<file path="config.mk">
export PLATFORM = sky130hd
export DESIGN_NAME = f_nextpc
export DESIGN_NICKNAME = d
export VERILOG_FILES = /design/src/rtl/f_nextpc.sv
export SDC_FILE = /design/constraint.sdc
export NUM_CORES = 2
export LEC_CHECK = 0
export CAP_MARGIN = 20
export CORE_UTILIZATION = 40
export CTS_CLUSTER_SIZE = 25
export DETAILED_ROUTE_END_ITERATION = 8
export PLACE_DENSITY = 0.66
export RECOVER_POWER = 50
export SLEW_MARGIN = 20
export SYNTH_ARGS = -nofsm -noshare
export SYNTH_HDL_FRONTEND = slang
export SYNTH_SLANG_ARGS = --single-unit
</file>
<file path="constraint.sdc">
create_clock -name clk -period 4.37 [get_ports clk]
set_input_delay 0.874 -clock clk [delete_from_list [all_inputs] [get_ports clk]]
set_output_delay 0.874 -clock clk [all_outputs]
set_load 0.01 [all_outputs]
</file>
<file path="src/rtl/f_nextpc.sv">
// f_nextpc: fetch-stage next-PC generator for the dual-issue front end.
// Holds the fetch PC of an instruction pair (pc, pc+1) and predicts the next
// fetch PC using a direct-mapped BTB with 2-bit saturating counters. The BTB
// is trained by E-stage branch/jalr resolutions and by D-stage jal mispredicts.
// E-stage and D-stage redirects override the prediction and any stall.
module f_nextpc #(
  parameter int          IDX_W    = 5,
  parameter logic [12:0] RESET_PC = 13'd0
) (
  input  logic        clk,
  input  logic        rst_n,
  input  logic        stall,
  output logic [12:0] pc,
  output logic [12:0] pc_pred,
  output logic [1:0]  pred_slot,
  input  logic        d_fail,
  input  logic [12:0] d_pc,
  input  logic [12:0] d_true_pc,
  input  logic        e_valid,
  input  logic [12:0] e_pc,
  input  logic        e_taken,
  input  logic [12:0] e_target,
  input  logic        e_fail,
  input  logic [12:0] e_true_pc
);

  localparam int ENTRIES = 1 << IDX_W;
  localparam int TAG_W   = 13 - IDX_W;

  // Only the valid bits are reset; the payload arrays are plain storage.
  logic [ENTRIES-1:0] btb_valid;
  logic [TAG_W-1:0]   btb_tag    [ENTRIES];
  logic [12:0]        btb_target [ENTRIES];
  logic [1:0]         btb_cnt    [ENTRIES];

  logic [12:0]      pc_s1;
  logic [IDX_W-1:0] idx0;
  logic [IDX_W-1:0] idx1;
  logic             hit0;
  logic             hit1;
  logic             taken0;
  logic             taken1;

  logic [IDX_W-1:0] e_idx;
  logic [TAG_W-1:0] e_tag;
  logic             e_hit;
  logic             e_we;
  logic [1:0]       e_old_cnt;
  logic [1:0]       e_new_cnt;
  logic [12:0]      e_new_target;

  logic [IDX_W-1:0] d_idx;
  logic [TAG_W-1:0] d_tag;
  logic             d_we;

  assign pc_s1 = pc + 13'd1;
  assign idx0  = pc[IDX_W-1:0];
  assign idx1  = pc_s1[IDX_W-1:0];

  // Lookup both slots of the current pair and choose the next fetch PC.
  always_comb begin
    hit0      = btb_valid[idx0] && (btb_tag[idx0] == pc[12:IDX_W]);
    hit1      = btb_valid[idx1] && (btb_tag[idx1] == pc_s1[12:IDX_W]);
    taken0    = hit0 && btb_cnt[idx0][1];
    taken1    = hit1 && btb_cnt[idx1][1];
    pc_pred   = pc + 13'd2;
    pred_slot = 2'b00;
    if (taken0) begin
      pc_pred   = btb_target[idx0];
      pred_slot = 2'b01;
    end else if (taken1) begin
      pc_pred   = btb_target[idx1];
      pred_slot = 2'b10;
    end
  end

  // Decode the E-stage and D-stage training writes; E wins an index collision.
  always_comb begin
    e_idx        = e_pc[IDX_W-1:0];
    e_tag        = e_pc[12:IDX_W];
    e_hit        = btb_valid[e_idx] && (btb_tag[e_idx] == e_tag);
    e_old_cnt    = btb_cnt[e_idx];
    e_we         = e_valid && (e_hit || e_taken);
    e_new_cnt    = 2'b10;
    e_new_target = e_target;
    if (e_hit) begin
      if (e_taken) begin
        e_new_cnt = (e_old_cnt == 2'b11) ? 2'b11 : e_old_cnt + 2'd1;
      end else begin
        e_new_cnt    = (e_old_cnt == 2'b00) ? 2'b00 : e_old_cnt - 2'd1;
        e_new_target = btb_target[e_idx];
      end
    end
    d_idx = d_pc[IDX_W-1:0];
    d_tag = d_pc[12:IDX_W];
    d_we  = d_fail && !(e_we && (e_idx == d_idx));
  end

  // Fetch PC register: E redirect, then D redirect, then stall, then prediction.
  always_ff @(posedge clk or negedge rst_n) begin
    if (!rst_n) begin
      pc <= RESET_PC;
    end else if (e_fail) begin
      pc <= e_true_pc;
    end else if (d_fail) begin
      pc <= d_true_pc;
    end else if (!stall) begin
      pc <= pc_pred;
    end
  end

  // Valid bits: cleared by reset, set by any training write.
  always_ff @(posedge clk or negedge rst_n) begin
    if (!rst_n) begin
      btb_valid <= '0;
    end else begin
      if (e_we) btb_valid[e_idx] <= 1'b1;
      if (d_we) btb_valid[d_idx] <= 1'b1;
    end
  end

  // BTB payload writes; suppressed while reset is held.
  always_ff @(posedge clk) begin
    if (rst_n) begin
      if (e_we) begin
        btb_tag[e_idx]    <= e_tag;
        btb_target[e_idx] <= e_new_target;
        btb_cnt[e_idx]    <= e_new_cnt;
      end
      if (d_we) begin
        btb_tag[d_idx]    <= d_tag;
        btb_target[d_idx] <= d_true_pc;
        btb_cnt[d_idx]    <= 2'b11;
      end
    end
  end

endmodule

</file>
# After elaboration in Yosys (flattened, before gate mapping)
# Memory sizes are Yosys's and may differ from the RTL's.
# Cells that the tools add are included.
# totals
in_bits	72
output_inout_bits	28
wordCells	69
regBits	45
ram_bits	736
mem_count	3
# memory_table
memory	words	width	read_ports	rd_clocked_by_memory_dff	write_ports	line_no	text
btb_target	32	13	2	0	2	33	logic [12:0] btb_target [ENTRIES];
btb_tag	32	8	3	0	2	32	logic [TAG_W-1:0] btb_tag [ENTRIES];
btb_cnt	32	2	3	0	2	34	logic [1:0] btb_cnt [ENTRIES];
# op_classes
n_addsub	4
n_lt_le_gt_ge	6
eq_ne	7
bitwise_logic	2
n_mux	31
n_reduce_logical	14
# ops
cell	n
2-to-1 mux 13 bit	7
2-to-1 mux 32 bit	2
OR 32 bit	2
== test 8 bit	3
< comparator 5 x 6 -> 1 bit, second input constant	4
binary-select mux 1 bit (select 5 bit)	3
adder 13 x 1 -> 13 bit, second input constant	1
adder 13 x 2 -> 13 bit, second input constant	1
2-to-1 mux 2 bit	6
2-to-1 mux 1 bit	11
demux 1 bit (select 5 bit)	2
>= comparator 5 x 1 -> 1 bit, second input constant	2
logical AND 1 bit	10
== test 5 bit	1
!= test 3 x 1 -> 1 bit, second input constant	1
adder 2 x 1 -> 2 bit, second input constant	1
== test 2 bit, second input constant	1
logical NOT 2 bit	1
!= test 2 bit, second input constant	1
AND reduction 2 bit	1
subtractor 2 x 1 -> 2 bit, second input constant	1
logical NOT 1 bit	1
logical OR 1 bit	1

# Longest topological paths before layout
# logic_depth
depth_word	11
depth_mapped	17
mapped_depth_nobuf	10

# Worst setup path before layout
# OpenSTA, ideal clock, no wires.
# synth_path
path_type	reg2out
startpoint	register pc[1]
endpoint	output port pc_pred[1]
required_ns	3.496
n_path_buf	8
slack_ns	-0.346
stages_incl_launch_ff	18
t_arrival_ns	3.842
path_cell_list	dfrtp_1 ha_1 buf_6 buf_8 buf_6 buf_6 buf_4 buf_2 mux4_2 mux2i_1 mux2i_1 o211ai_1 nand4_1 or4_1 buf_6 buf_6 mux2i_1 mux2_1
# synth_between
elab_chain_cells	7
elab_cells_between_ends	17
cone_classes	add/sub (2); eq/ne (2); mux (6); reduce/logical (4); memory (3)
# synth_rtl
item	line_no	text
start: declaration	13	output logic [12:0] pc,
start signal: assignment	104	pc <= e_true_pc;
start signal: assignment	106	pc <= d_true_pc;
start signal: assignment	108	pc <= pc_pred;
adder 13 x 1 -> 13 bit	56	assign pc_s1 = pc + 13'd1;
memory read (32 x 8 bit) or binary-select mux 1 bit (select 5 bit) (tied branches)	-	
== test 8 bit or 2-to-1 mux 1 bit (tied branches)	63	hit1 = btb_valid[idx1] && (btb_tag[idx1] == pc_s1[12:IDX_W]);
logical AND 1 bit	63	
logical AND 1 bit	65	taken1 = hit1 && btb_cnt[idx1][1];
2-to-1 mux 13 bit	71	end else if (taken1) begin
2-to-1 mux 13 bit *	68	if (taken0) begin
end: declaration	14	output logic [12:0] pc_pred,
# Mark *: on every way between the ends. The rest lies on a longest branch, timed or not. The select of a mux whose other input is x is not followed.

# Worst setup path after layout
# Ends and elaborated chain as after synthesis.

==> impl_table.tex <==
\begin{tabular}{lr}
\hline
Metric & Value \\
\hline
\multicolumn{2}{l}{\textbf{Global routing}} \\
\quad Maximum number of pins on one net before global-route repair & 133 \\
\quad First-pass GRT wire length & 272.6 mm \\
\quad Initial antenna violation count & 6 \\
\quad Total congestion overflow after global routing & 0 \\
\quad GRT Util Overall & 0.3046 \\
\quad Via count of the first global-routing pass & 36630 \\
\multicolumn{2}{l}{\textbf{STA}} \\
\quad Worst hold-check slack & 0.5129 ns \\
\quad Maximum clock skew at final layout & 0.04502 ns \\
\quad Post-route setup TNS & -233.26 ns \\
\quad \# setup viols final & 1376 \\
\quad Slew headroom & 0.08013 \\
\quad Maximum achievable frequency & 173.0 MHz \\
\quad Worst path setup slack after routing & -1.409 ns \\
\quad Final period utilization & 1.322 \\
\quad Final Hold Viols & 0 \\
\quad Actual slew at the worst max-slew pin & 1.380 ns \\
\quad Slew Viols, Final & 0 \\
\quad Unrepaired setup endpoints after global routing & true \\
\quad Final critical delay including setup and external delays & 5.779 ns \\
\multicolumn{2}{l}{\textbf{Worst setup path}} \\
\quad Reg2Reg Launch Point & pc[1]\$\_DFFE\_PN0P\_ \\
\quad Setup crit start kind & flop \\
\quad CP Data Required Time & 3.50 ns \\
\quad Reg-to-Reg End & pc[1]\$\_DFFE\_PN0P\_ \\
\quad Reg2Reg Setup Slack & -0.05 ns \\
\quad Kind of critical path & flop to output pin \\
\quad Reg2Reg Depth & 16 \\
\quad Endpoint type of the worst setup path & output pin \\
\quad Worst-path maximum fanout & 7 \\
\quad Arr. time, crit path & 4.91 ns \\
\multicolumn{2}{l}{\textbf{Die}} \\
\quad Initial standard-cell utilization of the core & 0.4033 \\
\quad Core region area & 121900 sq um \\
\quad Ports & 100 \\
\quad Total number of placement rows & 128 \\
\quad Die X & 352.5 microns \\
\quad Height of the die & 352.5 microns \\
\quad Die Outline Area & 124300 sq um \\
\multicolumn{2}{l}{\textbf{Finish}} \\
\quad Most used cells in the layout excluding fill and tap cells & 681 x mux2\_2, 672 x edfxtp\_1, 486 x buf\_4 \\
\quad Proportion of layout cells with a drive suffix above 1 & 0.5344 \\
\quad Post-synthesis to final-layout area growth & 23.57\% \\
\quad Total number of nets in the final design & 3899 \\
\quad Final Non-Filler Cells & 5521 \\
\quad Commonest non-fill, non-tap cell in the layout & mux2\_2 \\
\quad Final core area utilization & 0.4983 \\
\quad \# fillers & 10290 \\
\multicolumn{2}{l}{\textbf{Routing}} \\
\quad Total number of vias & 37000 \\
\quad Routed via count divided by cell count & 6.701 \\
\quad Pre-antenna DRT Iters & 6 \\
\quad Total Routed Length & 192.5 mm \\
\quad Routed wire length per instance & 34.86 microns \\
\quad Drt initial violations & 5385 \\
\quad Count of unresolved DRC violations after routing & 0 \\
\quad Remaining antenna violation count & 0 \\
\multicolumn{2}{l}{\textbf{Yosys}} \\
\quad Synthesis-stage register bit count & 781 \\
\quad Post-synthesis async set-or-reset flop share & 0.05762 \\
\quad Gate count of the mapped netlist & 3382 \\
\quad Number of synthesized flops with an enable pin & 672 \\
\quad Syn. warnings & 0 \\
\quad Main synth FF type & edfxtp\_1 \\
\quad Synth Net Count & 3456 \\
\quad Share of the yosys chip area belonging to registers & 0.4595 \\
\quad Synthesized area per cell & 14.53 sq um \\
\quad Distinct cell type count of the synthesized netlist & 79 \\
\quad Synth Cell Area & 49150 sq um \\
\multicolumn{2}{l}{\textbf{Placed design}} \\
\quad Routability congestion estimate from global placement & 0.9984 \\
\quad Total instance count after detailed placement & 5327 \\
\quad Count of input and output buffers & 99 \\
\quad Detailed placement HPWL & 130.5 mm \\
\multicolumn{2}{l}{\textbf{Clocking}} \\
\quad Clock Tree Root & clkbuf\_16 \\
\quad Clock network latency to the later pin of the worst-skew pair & 0.71 ns \\
\quad Buffer levels on the longest clock path & 3 \\
\quad TritonCTS clock tree & done \\
\quad Cts bufs inserted & 88 \\
\quad Clk sink count & 781 \\
\quad Clock slew at the register clock pins of the worst setup and hold paths & 0.06 ns \\
\quad H-tree depth & 3 \\
\multicolumn{2}{l}{\textbf{Worst hold path}} \\
\quad Hold WC Path Type & primary input to asynchronous set/reset pin \\
\multicolumn{2}{l}{\textbf{Flow run}} \\
\quad Max-cap violations & 0 \\
\multicolumn{2}{l}{\textbf{Power and ir drop}} \\
\quad Total leakage power & 21.41 nW \\
\quad Peak supply drop & 0.3065 mV \\
\quad PD cells & 356.6 nW/um\^{}2 \\
\multicolumn{2}{l}{\textbf{Run status}} \\
\quad Failing checks & negative setup slack \\
\quad Run status & complete, but fails checks \\
\hline
\end{tabular}
-- worst max path at each step --
stage | start | endpoint | slack (ns) | cells past startpoint
3_3_place_gp | pc[1]$_DFFE_PN0P_ | pc_pred[6] | -1.20 | 14
2_1_floorplan | pc[1]$_DFFE_PN0P_ | pc_pred[1] | -0.13 | 14
6_report | pc[1]$_DFFE_PN0P_ | pc_pred[1] | -1.41 | 15
4_1_cts | pc[1]$_DFFE_PN0P_ | pc_pred[11] | -1.39 | 15
3_5_place_dp | pc[1]$_DFFE_PN0P_ | pc_pred[6] | -1.24 | 14
5_1_grt | pc[0]$_DFFE_PN0P_ | pc_pred[1] | -1.43 | 15
-- logic make-up after synthesis --
kind of cell | share of synthesized area
AO/OA/AOI/OAI | 0.06110
adder cells (fa/ha/maj) | 0.0009418
AND/OR/NAND/NOR | 0.04521
buffers and inverters | 0.03941
XOR/XNOR | 0.009317
flip-flops | 0.4595
multiplexers | 0.3845
-- critical path, cell delays in order (launching register included) --
cell and delay (ns):
dfrtp_4 0.49, ha_4 0.39, buf_4 0.15, buf_6 0.10, buf_6 0.14, mux4_2 0.53
mux2i_4 0.17, mux2i_2 0.15, mux2i_2 0.24, xnor3_1 0.25, o22a_1 0.20, or4_4 0.59
buf_12 0.19, mux2i_4 0.19, mux2_4 0.30, buf_6 0.12
-- report_power, final --
part	switching, mW	internal, mW
clock	3.38	4.24
sequential	0.230	8.40
combinational	2.77	2.64
-- synthesized netlist by cell type, drive strengths merged (14+ instances only) --
master  count  area [sq um]
a221o      32         320.3
dfxtp      64          1281
o211ai     77         578.1
edfxtp    672         20180
a21oi      30         150.1
clkbuf    244         915.9
buf       168         964.7
and3       17         106.4
nand2b     40         250.2
a221oi     14         122.6
mux2i     124          1241
o221ai     17         148.9
xor2       27         236.5
nand4      44         275.3
nor2       74         277.8
mux2      687          7740
nand2     154         603.1
nand3      29         155.2
o21ai     131         655.6
inv        14         52.55
o22ai      19         118.9
dfrtp      45          1126
xnor2      21         198.9
nor3       25         130.1
a22oi      48         360.4
mux4      440          9917
-- sequential cells by signal, indices dropped and copies added, names as in the netlist --
| register | count |
|---|---|
| btb_valid | 32 |
| btb_target | 416 |
| btb_tag | 256 |
| pc | 13 |
| btb_cnt | 64 |
-- repair_timing --
| action | 4_1_cts | 5_1_grt |
|---|---|---|
| buffers inserted | 35 | 19 |
| hold buffers | 0 | 0 |
| cloned | 3 | 0 |
| endpoints found under the setup margin | 25 | 294 |
| resized for setup | 119 | 41 |
| pin swaps | 16 | 34 |
-- metal layers --
metal / part of all wire / track usage / vias up / wire length [microns]
li1: - / - / 14650 / -
met5: 0.00023 / 0 / - / 45
met1: 0.36 / 0.3991 / 19090 / 70210
met4: 0.055 / 0.1477 / 6 / 10570
met3: 0.12 / 0.06955 / 538 / 23530
met2: 0.46 / 0.4771 / 2713 / 88120
-- metrics by stage --
stage | cell area [sq um] | setup WS, ns | power, mW
floorplan | 49260 | -0.1348 | 11.72
global placement | 57170 | -1.204 | 13.74
detailed placement | 57170 | -1.240 | 13.80
CTS | 60610 | -1.392 | 21.48
global route | 60730 | -1.431 | 22.16
finish | 60740 | -1.409 | 21.66
-- cell type report --
type                       instances  area (sq um)  area share
sequential                       781         22600      0.3722
timing repair buffer             765          7914      0.1303
inverter                          15         56.30   0.0009270
tap                             1625          2033     0.03348
multi-input combinational       2174         25230      0.4154
clock inverter                    42         513.0    0.008446
antenna                            2         5.005  0.00008240
clock buffer                     117          2382     0.03922
No activity file was read; power rests on OpenSTA's default activity.
